**src/rtl/dbi_pkg.sv**
```systemverilog
// Shared constants and the popcount helper for the DBI receive path.
package dbi_pkg;

  localparam int          DATA_W    = 8;
  localparam logic [3:0]  POP_MAX   = 4'd4;   // encoder never sends more 1s than this
  localparam int          DEPTH_DEF = 2;
  localparam int          CNT_W_DEF = 16;

  function automatic logic [3:0] popcount8(input logic [DATA_W-1:0] d);
    logic [3:0] c;
    c = '0;
    for (int i = 0; i < DATA_W; i++) c = c + {3'b000, d[i]};
    return c;
  endfunction

endpackage

```
**src/rtl/sync_fifo.sv**
```systemverilog
// Single-clock FIFO; pointers wrap naturally since DEPTH is a power of two.
module sync_fifo #(
  parameter int DEPTH = 2,
  parameter int W     = 8
) (
  input  logic         clk,
  input  logic         rst,
  input  logic         push,
  input  logic         pop,
  input  logic [W-1:0] wdata,
  output logic [W-1:0] rdata,
  output logic         full,
  output logic         empty
);

  localparam int             AW       = $clog2(DEPTH);
  localparam logic [AW:0]    FULL_CNT = (AW+1)'(DEPTH);

  logic [W-1:0]  mem [DEPTH];
  logic [AW-1:0] wr_ptr, rd_ptr;
  logic [AW:0]   count;
  logic          push_en, pop_en;

  assign full    = (count == FULL_CNT);
  assign empty   = (count == '0);
  assign push_en = push & ~full;
  assign pop_en  = pop & ~empty;
  // Drive zero while empty so stale or never-written storage never leaks out.
  assign rdata   = empty ? '0 : mem[rd_ptr];

  always_ff @(posedge clk) begin
    if (push_en) mem[wr_ptr] <= wdata;
  end

  always_ff @(posedge clk or posedge rst) begin
    if (rst) begin
      wr_ptr <= '0;
      rd_ptr <= '0;
      count  <= '0;
    end else begin
      if (push_en) wr_ptr <= wr_ptr + 1'b1;
      if (pop_en)  rd_ptr <= rd_ptr + 1'b1;
      case ({push_en, pop_en})
        2'b10:   count <= count + 1'b1;
        2'b01:   count <= count - 1'b1;
        default: count <= count;
      endcase
    end
  end

endmodule

```
**src/rtl/dbi_decoder.sv**
```systemverilog
// DBI receive decoder: undoes data-bus inversion, flags words that break the
// popcount rule and buffers the restored words behind a ready/valid FIFO.
module dbi_decoder
  import dbi_pkg::*;
#(
  parameter int DEPTH = DEPTH_DEF,
  parameter int CNT_W = CNT_W_DEF
) (
  input  logic              clk,
  input  logic              rst,
  input  logic              in_valid,
  output logic              in_ready,
  input  logic [DATA_W-1:0] in_data,
  input  logic              in_dbi,
  output logic              out_valid,
  input  logic              out_ready,
  output logic [DATA_W-1:0] out_data,
  input  logic              stat_clr,
  output logic [CNT_W-1:0]  inv_cnt,
  output logic [CNT_W-1:0]  err_cnt,
  output logic              err
);

  logic              full, empty, accept, viol;
  logic [DATA_W-1:0] dec_data;

  // in_ready depends only on FIFO occupancy, never on out_ready.
  assign in_ready  = ~full;
  assign out_valid = ~empty;
  assign accept    = in_valid & in_ready;
  assign dec_data  = in_dbi ? ~in_data : in_data;
  assign viol      = (popcount8(in_data) > POP_MAX);

  sync_fifo #(.DEPTH(DEPTH), .W(DATA_W)) u_fifo (
    .clk   (clk),
    .rst   (rst),
    .push  (accept),
    .pop   (out_valid & out_ready),
    .wdata (dec_data),
    .rdata (out_data),
    .full  (full),
    .empty (empty)
  );

  // Clear beats a coincident acceptance; counters stick at all-ones.
  always_ff @(posedge clk or posedge rst) begin
    if (rst) begin
      inv_cnt <= '0;
      err_cnt <= '0;
      err     <= 1'b0;
    end else if (stat_clr) begin
      inv_cnt <= '0;
      err_cnt <= '0;
      err     <= 1'b0;
    end else if (accept) begin
      if (in_dbi && inv_cnt != '1) inv_cnt <= inv_cnt + CNT_W'(1);
      if (viol) begin
        err <= 1'b1;
        if (err_cnt != '1) err_cnt <= err_cnt + CNT_W'(1);
      end
    end
  end

endmodule
```
**config.mk**
```make
export PLATFORM = sky130hd
export DESIGN_NAME = dbi_decoder
export DESIGN_NICKNAME = d
export VERILOG_FILES = /design/src/rtl/dbi_pkg.sv /design/src/rtl/sync_fifo.sv /design/src/rtl/dbi_decoder.sv
export SDC_FILE = /design/constraint.sdc
export NUM_CORES = 1
export LEC_CHECK = 0
export CAP_MARGIN = 25
export CORE_ASPECT_RATIO = 1.5
export CORE_MARGIN = 4
export CORE_UTILIZATION = 50
export DETAILED_ROUTE_END_ITERATION = 6
export GPL_ROUTABILITY_DRIVEN = 0
export GPL_TIMING_DRIVEN = 0
export PLACE_DENSITY_LB_ADDON = 0.2
export RECOVER_POWER = 100
export SYNTH_ARGS = -nofsm -noshare
export SYNTH_HDL_FRONTEND = slang
export SYNTH_SLANG_ARGS = --single-unit
```
**constraint.sdc**
```tcl
create_clock -name clk -period 2.85 [get_ports clk]
set_clock_uncertainty 0.2 [all_clocks]
set_input_delay 0.57 -clock clk [delete_from_list [all_inputs] [get_ports clk]]
set_output_delay 0.57 -clock clk [all_outputs]
set_load 0.1 [all_outputs]
```
### After elaboration in Yosys (flattened, before gate mapping)

Memory sizes are Yosys's and may differ from the RTL's.
Index checks and enable logic that the tools add are counted.

| word-level totals | value |
|---|---|
| bits of input ports | 14 |
| RAM bits | 16 |
| word-level logic and storage cells | 58 |
| memories kept | 1 |
| register bits | 37 |

| operators by class | value |
|---|---|
| add/sub/neg operators | 13 |
| bitwise gates (word level) | 7 |
| equality and inequality tests | 5 |
| muxes and demuxes | 15 |
| reduce and logical (&&, ||, !) cells | 10 |
| magnitude comparators | 1 |

Memory list:

| memory | words | width | rd ports | clocked after memory_dff | wr ports | RTL line | text |
|---|---|---|---|---|---|---|---|
| u_fifo.mem | 2 | 8 | 1 | 0 | 1 | sync_fifo.sv:19 | `logic [W-1:0] mem [DEPTH];` |

Operators with widths:

| cell | count |
|---|---|
| $mux W16 | 7 |
| $add A16 B1 Y16 const B | 2 |
| $ne A16 B16 Y1 const B | 2 |
| $add A4 B1 Y4 | 4 |
| $mux W8 | 2 |
| $reduce_bool A2 Y1 | 5 |
| $not A8 Y8 | 1 |
| $mux W1 | 5 |
| $add A3 B1 Y4 | 1 |
| $and A1 B1 Y1 | 4 |
| $eq A2 B2 Y1 const B | 2 |
| $gt A4 B3 Y1 const B | 1 |
| $pmux W2 S2 | 1 |
| $reduce_and A2 Y1 | 2 |
| $add A2 B1 Y3 | 1 |
| $reduce_and A3 Y1 | 1 |
| $add A1 B1 Y1 const B | 2 |
| $add A1 B1 Y2 | 1 |
| $add A2 B1 Y2 const B | 1 |
| $eq A2 B1 Y1 const B | 1 |
| $logic_not A2 Y1 | 1 |
| $not A1 Y1 | 2 |
| $sub A2 B1 Y2 const B | 1 |
| $logic_and A1 B1 Y1 | 1 |

### Longest topological paths before layout

Gate-level depths: netlist of the first run.

| logic depth | value |
|---|---|
| depth in word-level cells | 11 |
| mapped depth | 14 |
| mapped depth without buffers | 12 |

### By module

Synthesis of the first run repeated with hierarchy kept, for this count alone.

| second synthesis, totals | value |
|---|---|
| cells, all modules | 272 |
| area, all modules | 2,901.5 µm² |

By module, submodules not included:

| module | instances | cells each | area an instance (µm²) |
|---|---|---|---|
| dbi_decoder | 1 | 220 | 2,103.3 |
| sync_fifo | 1 | 52 | 798.3 |

### Worst setup path after synthesis of the first run

No wires, ideal clock.

| timing path | value |
|---|---|
| kind | input -> register |
| from | input port in_data[0] |
| to | register err_cnt[15] |
| data arrival time | 3,771 ps |
| cell stages on the path | 12 |
| setup time | 125 ps |
| slack | -1,246 ps |
| cell sequence | inv_1 fa_1 fa_1 fa_1 inv_1 ha_1 fa_1 o22ai_1 a21o_1 buf_6 nor4b_1 mux2_2 |

| on the way | value |
|---|---|
| cells in the longest elaborated chain, start to end | 10 |

RTL lines:

| what | RTL line | text |
|---|---|---|
| start, declared | dbi_decoder.sv:13 | `input logic [DATA_W-1:0] in_data,` |
| $add A1 B1 Y2 | dbi_pkg.sv:12 | `for (int i = 0; i < DATA_W; i++) c = c + {3'b000, d[i]};` |
| $add A2 B1 Y3 | dbi_pkg.sv:12 |  |
| $add A3 B1 Y4 | dbi_pkg.sv:12 |  |
| $add A4 B1 Y4 (4 in series) | dbi_pkg.sv:12 |  |
| $gt A4 B3 Y1 | dbi_decoder.sv:32 | `assign viol = (popcount8(in_data) > POP_MAX);` |
| $reduce_bool A2 Y1 (no line) | - |  |
| $reduce_and A3 Y1 (no line) | - |  |
| end signal, assigned | dbi_decoder.sv:59 | `if (err_cnt != '1) err_cnt <= err_cnt + CNT_W'(1);` |
| end, declared | dbi_decoder.sv:20 | `output logic [CNT_W-1:0] err_cnt,` |

Every way passes these cells.
A chain may end at the register's enable or synchronous reset.

### Worst setup path after layout of the first run

| timing path | value |
|---|---|
| from | input port in_data[3] |
| to | register err_cnt[15] |

| on the way | value |
|---|---|
| cells in the longest elaborated chain, start to end | 8 |

RTL lines:

| what | RTL line |
|---|---|
| $add A3 B1 Y4 | dbi_pkg.sv:12 |
| $add A4 B1 Y4 (4 in series) | dbi_pkg.sv:12 |
| $gt A4 B3 Y1 | dbi_decoder.sv:32 |
| $reduce_bool A2 Y1 (no line) | - |
| $reduce_and A3 Y1 (no line) | - |

Every way passes these cells.

==> results of run 1 <==
cell usage in the layout, fill, tap and decap left out, types with 6 or more instances in the layout:
cell type	Yosys	layout
inv_1	16	13
dfrtp_1	37	37
or3_1	10	9
nand2_1	12	13
clkbuf_8	0	6
a21oi_1	15	11
o21ai_0	13	9
clkbuf_1	5	8
edfxtp_1	16	16
mux2i_1	9	9
dlygate4sd3_1	0	26
nand3_1	10	10
xor2_1	10	10
nor2b_1	7	7
and3_1	6	6
clkdlybuf4s15_2	0	8
buf_4	1	6
nand4_1	15	15
nor2_2	0	8
nor2_1	34	26
nor3_1	9	6
clkdlybuf4s50_1	0	16
xnor2_1	15	15
cells by family after synthesis:
kind of cell	share of synthesized area, %
AO/OA/AOI/OAI	6.991
XOR/XNOR	7.599
adder cells (fa/ha/maj)	5.384
buffers and inverters	4.125
flip-flops	48.81
multiplexers	4.690
AND/OR/NAND/NOR	22.41
flip-flops by register name, indices dropped and copies added (netlist names):
name / count
u_fifo.wr_ptr: 1
err: 1
err_cnt: 16
u_fifo.count: 2
u_fifo.mem: 16
inv_cnt: 16
u_fifo.rd_ptr: 1
timing repair:
action	4_1_cts	5_1_grt
endpoints found under the hold margin	0	0
resized for setup	60	19
setup buffers	1	4
pin swaps	6	15
gates cloned	1	1
endpoints found under the setup margin	27	25
power by group:
group | total, mW | internal (mW) | switching (mW)
registers | 0.973 | 0.894 | 0.0790
logic | 1.43 | 0.385 | 1.04
clock network | 0.446 | 0.198 | 0.249
total | 2.85 | 1.48 | 1.37
worst reg2reg max path, stage by stage, from the launching register on:
cell and delay [ns]:
dfrtp_1 0.45, ha_1 0.22, nand4_1 0.20, nor2_1 0.29, and3_1 0.21, clkbuf_1 0.43, nor3_2 0.11, mux2_4 0.31
final timing paths:
kind	from	to	slack (ns)
max	in_data[3]	err_cnt[15]	-1.10
min	u_fifo.wr_ptr	u_fifo.wr_ptr	0.30
max reg2reg	err_cnt[0]	err_cnt[3]	0.32
min reg2reg	u_fifo.wr_ptr	u_fifo.wr_ptr	0.30
max in group asynchronous	rst	err_cnt[12]	0.70
min in group asynchronous	rst	err_cnt[11]	0.92
per-layer routing:
| layer | share of wire (%) | vias up | global-route usage [%] |
|---|---|---|---|
| li1 | - | 1149 | - |
| met1 | 43 | 1153 | 23.45 |
| met2 | 52 | 79 | 33.50 |
| met3 | 4.1 | 9 | 3.493 |
| met4 | 1.6 | 0 | 6.637 |
| met5 | 0 | - | 0 |
through the flow:
stage / utilization, % / TNS [ns] / std cells / worst slack, ns / area [sq um]
2_1_floorplan: - / -17.48 / 287 / -1.148 / 2918
3_3_place_gp: 64.45 / -33.40 / 413 / -1.930 / 3566
3_5_place_dp: 64.45 / -34.08 / 413 / -1.991 / 3566
4_1_cts: 67.62 / -16.90 / 423 / -1.093 / 3741
5_1_grt: 69.54 / -19.26 / 427 / -1.165 / 3847
6_report: 69.54 / -17.26 / 427 / -1.102 / 3847
final cells by class:
cell class / count / area [sq um]
Multi-Input combinational cell: 206 / 1471
Timing Repair Buffer: 63 / 640.6
Buffer: 11 / 75.07
Inverter: 16 / 70.07
Sequential cell: 53 / 1406
Tap cell: 70 / 87.58
Clock inverter: 2 / 13.76
Fill cell: 455 / 1685
Clock buffer: 6 / 82.58
==> reports/metrics.yaml, run 1 <==
first_iter_violations: 131
leakagePower_nw: 1.561
grt_pass1_vias: 2347
relSlewSlack_pct: 4.809
rsz0062_at_grt: "true"
cts-root-buf: "clkbuf_8"
yosysTopAreaCell: "dfrtp_1"
hp-class: "reg2reg"
reg2reg_depth: 7
die_area_sq_um: 7067
ys_warn_count: 0
grt_max_degree: 38
grt.overflow.total: 0
hold_ws_ns: 0.3022
clk_latency_ns: 0.31
yosysMostFrequentCell: "dfrtp_1"
drv_slew: 0
fp.dieW_um: 69.99
critPathMaxFanout: 5
row_count: 33
synthArstFlopShare_pct: 69.81
core_area_sq_um: 5533
start_kind: "input pin"
slowest_delay_ns: 0.55
drt_wl_total_mm: 6.529
viasPerCell: 5.597
yosysSeqAreaShare_pct: 48.81
layout.nets: 380
netlist_area_sq_um: 2882
synth_cells: 287
hold_viol: 0
clk_pin_slew_ns: 0.10
wl_per_cell_um: 15.29
peakVddDrop_uv: 389.1
worstMarginPinSlew_ns: 1.426
ioPinCount: 57
worstPathArrival_ns: 3.96
syn_nets: 311
ant_nets: 0
avgSynthCellArea_sq_um: 10.04
cts.sinks: 53
grt_use_total_pct: 19.06
drc: 0
cp_top_family: "adder cells"
synth_commonest_cells: "37 x dfrtp_1, 34 x nor2_1, 16 x edfxtp_1, 16 x inv_1"
hold_depth: 1
cp.required_ns: 2.85
cts_tree: "yes"
synth_top_area_share_pct: 32.13
portBuffers: 56
cp-end-kind: "flop"
p_total_mw: 2.848
drt_first_pass_iters: 4
cp_common_cell: "fa_1"
worst_slack_ns: -1.102
post-route-min-period_ns: 3.952
ys.flop_type: "dfrtp_1"
yosysUniqueCellTypes: 40
drive_above_1_share_pct: 17.65
syn_to_final_growth_pct: 33.52
vias: 2390
cts_htree_levels: 2
grt_pass1_wl_mm: 10.95
synthTopCellsByArea: "dfrtp_1 32%, edfxtp_1 17%, xnor2_1 4.6%"
cp_cell_sequence: "buf_8 -> inv_4 -> fa_1 -> fa_1 -> fa_1 -> inv_2 -> ha_4 -> fa_2 -> o22ai_1 -> a21o_2 -> buf_6 -> nor4b_4 -> mux2_4"
die_h_um: 101.0
status: "complete, but fails checks"
synth_edf_count: 16
cts_hold_buf: 0
dpl.hpwl_mm: 4.504
numCtsBuffers: 5
crit_cells: 13
p_per_area_nw_per_um2: 740.3
ys_seq_elements: 53
critPathKind: "in2reg"
drv_cap: 0
critPathSlowestCell: "fa_1"
diodes: 0
clockBufferDepth: 2
setup-violations-final: 18
failed_checks: "setup timing"
antenna_found_initial: 0
fmax_mhz: 253.0
period_share_pct: 138.7
initial_core_util_pct: 52.08
worst-path-buf-inv: 4
(Power assumes the default switching activity.)
==> inputs of run 2 (changes only) <==
Settings changed: CORE_UTILIZATION 50 to 52, CTS_CLUSTER_DIAMETER from default to 40.
==> run 2 against run 1 <==
The flow still finishes with violations (setup timing). Global-route usage is 1.5 points higher. Sequential share of layout area is 0.11 points higher. Worst hold slack worse by 0.0034 ns. First-iteration DRC count is 18% lower. Combinational power hardly changed. Via count is 1.0% higher. Sequential power hardly changed. Highest routed layer unchanged.
==> reports/metrics.yaml, run 2 (synthesis gave the netlist of run 1 again) <==
status: "complete, but fails checks"  # unchanged
failed_checks: "setup timing"  # unchanged
ioPinCount: 57  # unchanged
worstPathArrival_ns: 4.01  # was 3.96 ns
hp-start: "u_fifo.count[1]"  # was u_fifo.wr_ptr
period_share_pct: 141.1  # was 138.7%
grt.overflow.total: 0  # unchanged
drive_above_1_share_pct: 17.37  # was 17.65%
worst_slack_ns: -1.171  # was -1.102 ns
layout_common_cells: "37 x dfrtp_1, 28 x dlygate4sd3_1, 26 x nor2_1"  # was 37 x dfrtp_1, 26 x nor2_1, 26 x dlygate4sd3_1
r2r_end: "inv_cnt[0]"  # was err_cnt[3]
regArea_sq_um: 1406  # unchanged
wl_per_cell_um: 16.08  # was 15.29 um
core_area_sq_um: 5245  # was 5533 sq um
fmax_mhz: 248.7  # was 253.0 MHz
grt_use_total_pct: 20.60  # was 19.06%
preCtsSetupSlack_ns: -2.031  # was -1.991 ns
syn_to_final_growth_pct: 33.13  # was 33.52%
leakagePower_nw: 1.562  # was 1.561 nW
critPathCapture: "err_cnt[15]"  # unchanged
relSlewSlack_pct: 4.672  # was 4.809%
critPathMaxFanout: 5  # unchanged
wl_met1_mm: 2.773  # was 2.776 mm
grt_max_degree: 38  # unchanged
cts_htree_levels: 2  # unchanged
drv_cap: 0  # unchanged
numCtsBuffers: 5  # unchanged
fp.dieW_um: 68.78  # was 69.99 um
hold_viol: 0  # unchanged
clk_latency_ns: 0.30  # was 0.31 ns
reg.largest.list: "err_cnt: 16 flops, inv_cnt: 16 flops, u_fifo.mem: 16 flops"  # unchanged
viasPerCell: 5.680  # was 5.597
cp.required_ns: 2.84  # was 2.85 ns
p_clk_share_pct: 15.4  # was 15.7%
top_layer: "met4"  # unchanged
rrSetupSlack_ns: 0.27  # was 0.32 ns
row_count: 32  # was 33
diodes: 0  # unchanged
nFillCells: 421  # was 455
post-route-min-period_ns: 4.021  # was 3.952 ns
first_iter_violations: 107  # was 131
final_area_sq_um: 3836  # was 3847 sq um
crit_start: "in_data[0]"  # was in_data[3]
seq_power_share_pct: 34.2  # about the same
final_common_cell: "dfrtp_1"  # unchanged
wl_met2_mm: 3.639  # was 3.378 mm
layout.nets: 380  # unchanged
cts-root-buf: "clkbuf_8"  # unchanged
dp.cells: 411  # was 413
cp-end-kind: "flop"  # unchanged
placed_cell_area_sq_um: 3563  # was 3566 sq um
critPathKind: "in2reg"  # unchanged
drt_wl_total_mm: 6.834  # was 6.529 mm
cts.sinks: 53  # unchanged
setup-violations-final: 18  # unchanged
switching_share_pct: 48.35  # was 48.15%
peakVddDrop_uv: 319.9  # was 389.1 uV
grt_pass1_wl_mm: 10.92  # was 10.95 mm
drv_slew: 0  # unchanged
hp-class: "reg2reg"  # unchanged
initial_core_util_pct: 54.94  # was 52.08%
ant_nets: 0  # unchanged
r2r_start: "inv_cnt[0]"  # was err_cnt[0]
multiInputGateArea_sq_um: 1483  # was 1471 sq um
hold_depth: 1  # unchanged
worstMarginPinSlew_ns: 1.428  # was 1.426 ns
antenna_found_initial: 0  # unchanged
dpl.hpwl_mm: 4.697  # was 4.504 mm
grt_pass1_vias: 2397  # was 2347
p_int_mw: 1.471  # was 1.477 mW
start_kind: "input pin"  # unchanged
reg2reg_depth: 7  # unchanged
final_cells: 425  # was 427
cts_tree: "yes"  # unchanged
clockBufferDepth: 2  # unchanged
post-route-util_pct: 73.14  # was 69.54%
rsz0062_at_grt: "true"  # unchanged
vias: 2414  # was 2390
die_area_sq_um: 6821  # was 7067 sq um
cts_hold_buf: 0  # unchanged
drc: 0  # unchanged
die_h_um: 99.17  # was 101.0 um
p_total_mw: 2.848  # about the same
combinationalPowerShare_pct: 50.4  # was 50.2%
wl_met3_um: 269  # unchanged
clk_pin_slew_ns: 0.09  # was 0.10 ns
portBuffers: 56  # unchanged
p_per_area_nw_per_um2: 742.3  # was 740.3 nW/um^2
drt_first_pass_iters: 5  # was 4
p_sw_mw: 1.377  # was 1.372 mW
## run 2: changes by cell type in the layout (fill, tap and decap cells not counted), moves of 2 or more
cell           previous run  this run
clkbuf_8                  6         8
o21ai_1                   2         5
o21ai_0                   9         7
dlygate4sd3_1            26        28
## run 2: worst min-delay path by stage
stage,to,slack [ns]
2_1_floorplan,u_fifo.wr_ptr,0.26
3_3_place_gp,u_fifo.wr_ptr,0.27
3_5_place_dp,u_fifo.count[1],0.28
4_1_cts,u_fifo.count[1],0.32
5_1_grt,u_fifo.count[1],0.33
6_report,u_fifo.count[1],0.30
## run 2: final cells by class
cell class                 count  area share (%)
buffer                        11           1.892
clock buffer                   7           2.250
clock inverter                 1          0.1957
inverter                      16           1.826
multi-input combinational    206           38.65
sequential                    53           36.66
tap                           68           2.218
timing repair buffer          63           16.31
## run 2: repair_timing
action | 4_1_cts | 5_1_grt
pin swaps | 8 | 7
cloned | 1 | 0
setup buffers | 3 | 3
resized for setup | 67 | 15
setup endpoints to repair | 27 | 23
## run 2: through the flow
stage,setup TNS (ns),hold WS (ns)
after detailed placement,-34.85,0.2836
after global routing,-19.86,0.3337
after floorplan,-17.48,0.2601
after CTS,-18.45,0.3171
after global placement,-33.19,0.2750
final,-18.13,0.2988
## run 2: metal layers
metal / up-vias / global-route usage (%)
li1: 1146 / -
met1: 1171 / 25.39
met5: - / 0
met3: 15 / 3.164
met4: 0 / 9.009
met2: 82 / 34.73
## run 2: worst max-delay path, cell delays in order
cell and delay, ns:
buf_8 0.09, inv_8 0.03, fa_1 0.56, fa_1 0.44, fa_1 0.52, inv_2 0.05
ha_4 0.16, fa_2 0.55, o22ai_2 0.08, a21o_1 0.21, buf_6 0.15, nor4b_4 0.28
mux2_4 0.32
## run 2: power groups by stage
stage	Sequential [mW]	Clock (mW)	Combinational [mW]
3_3_place_gp	0.954	0	1.40
2_1_floorplan	1.03	0	1.03
3_5_place_dp	0.960	0	1.42
5_1_grt	0.987	0.480	1.50
4_1_cts	0.948	0.441	1.44
6_report	0.974	0.439	1.43
==> inputs of run 3 (changes only) <==
Settings changed: CAP_MARGIN 25 to 20.
==> results of run 3 <==
The final DEF is identical to that of run 2; final timing and power are the same.
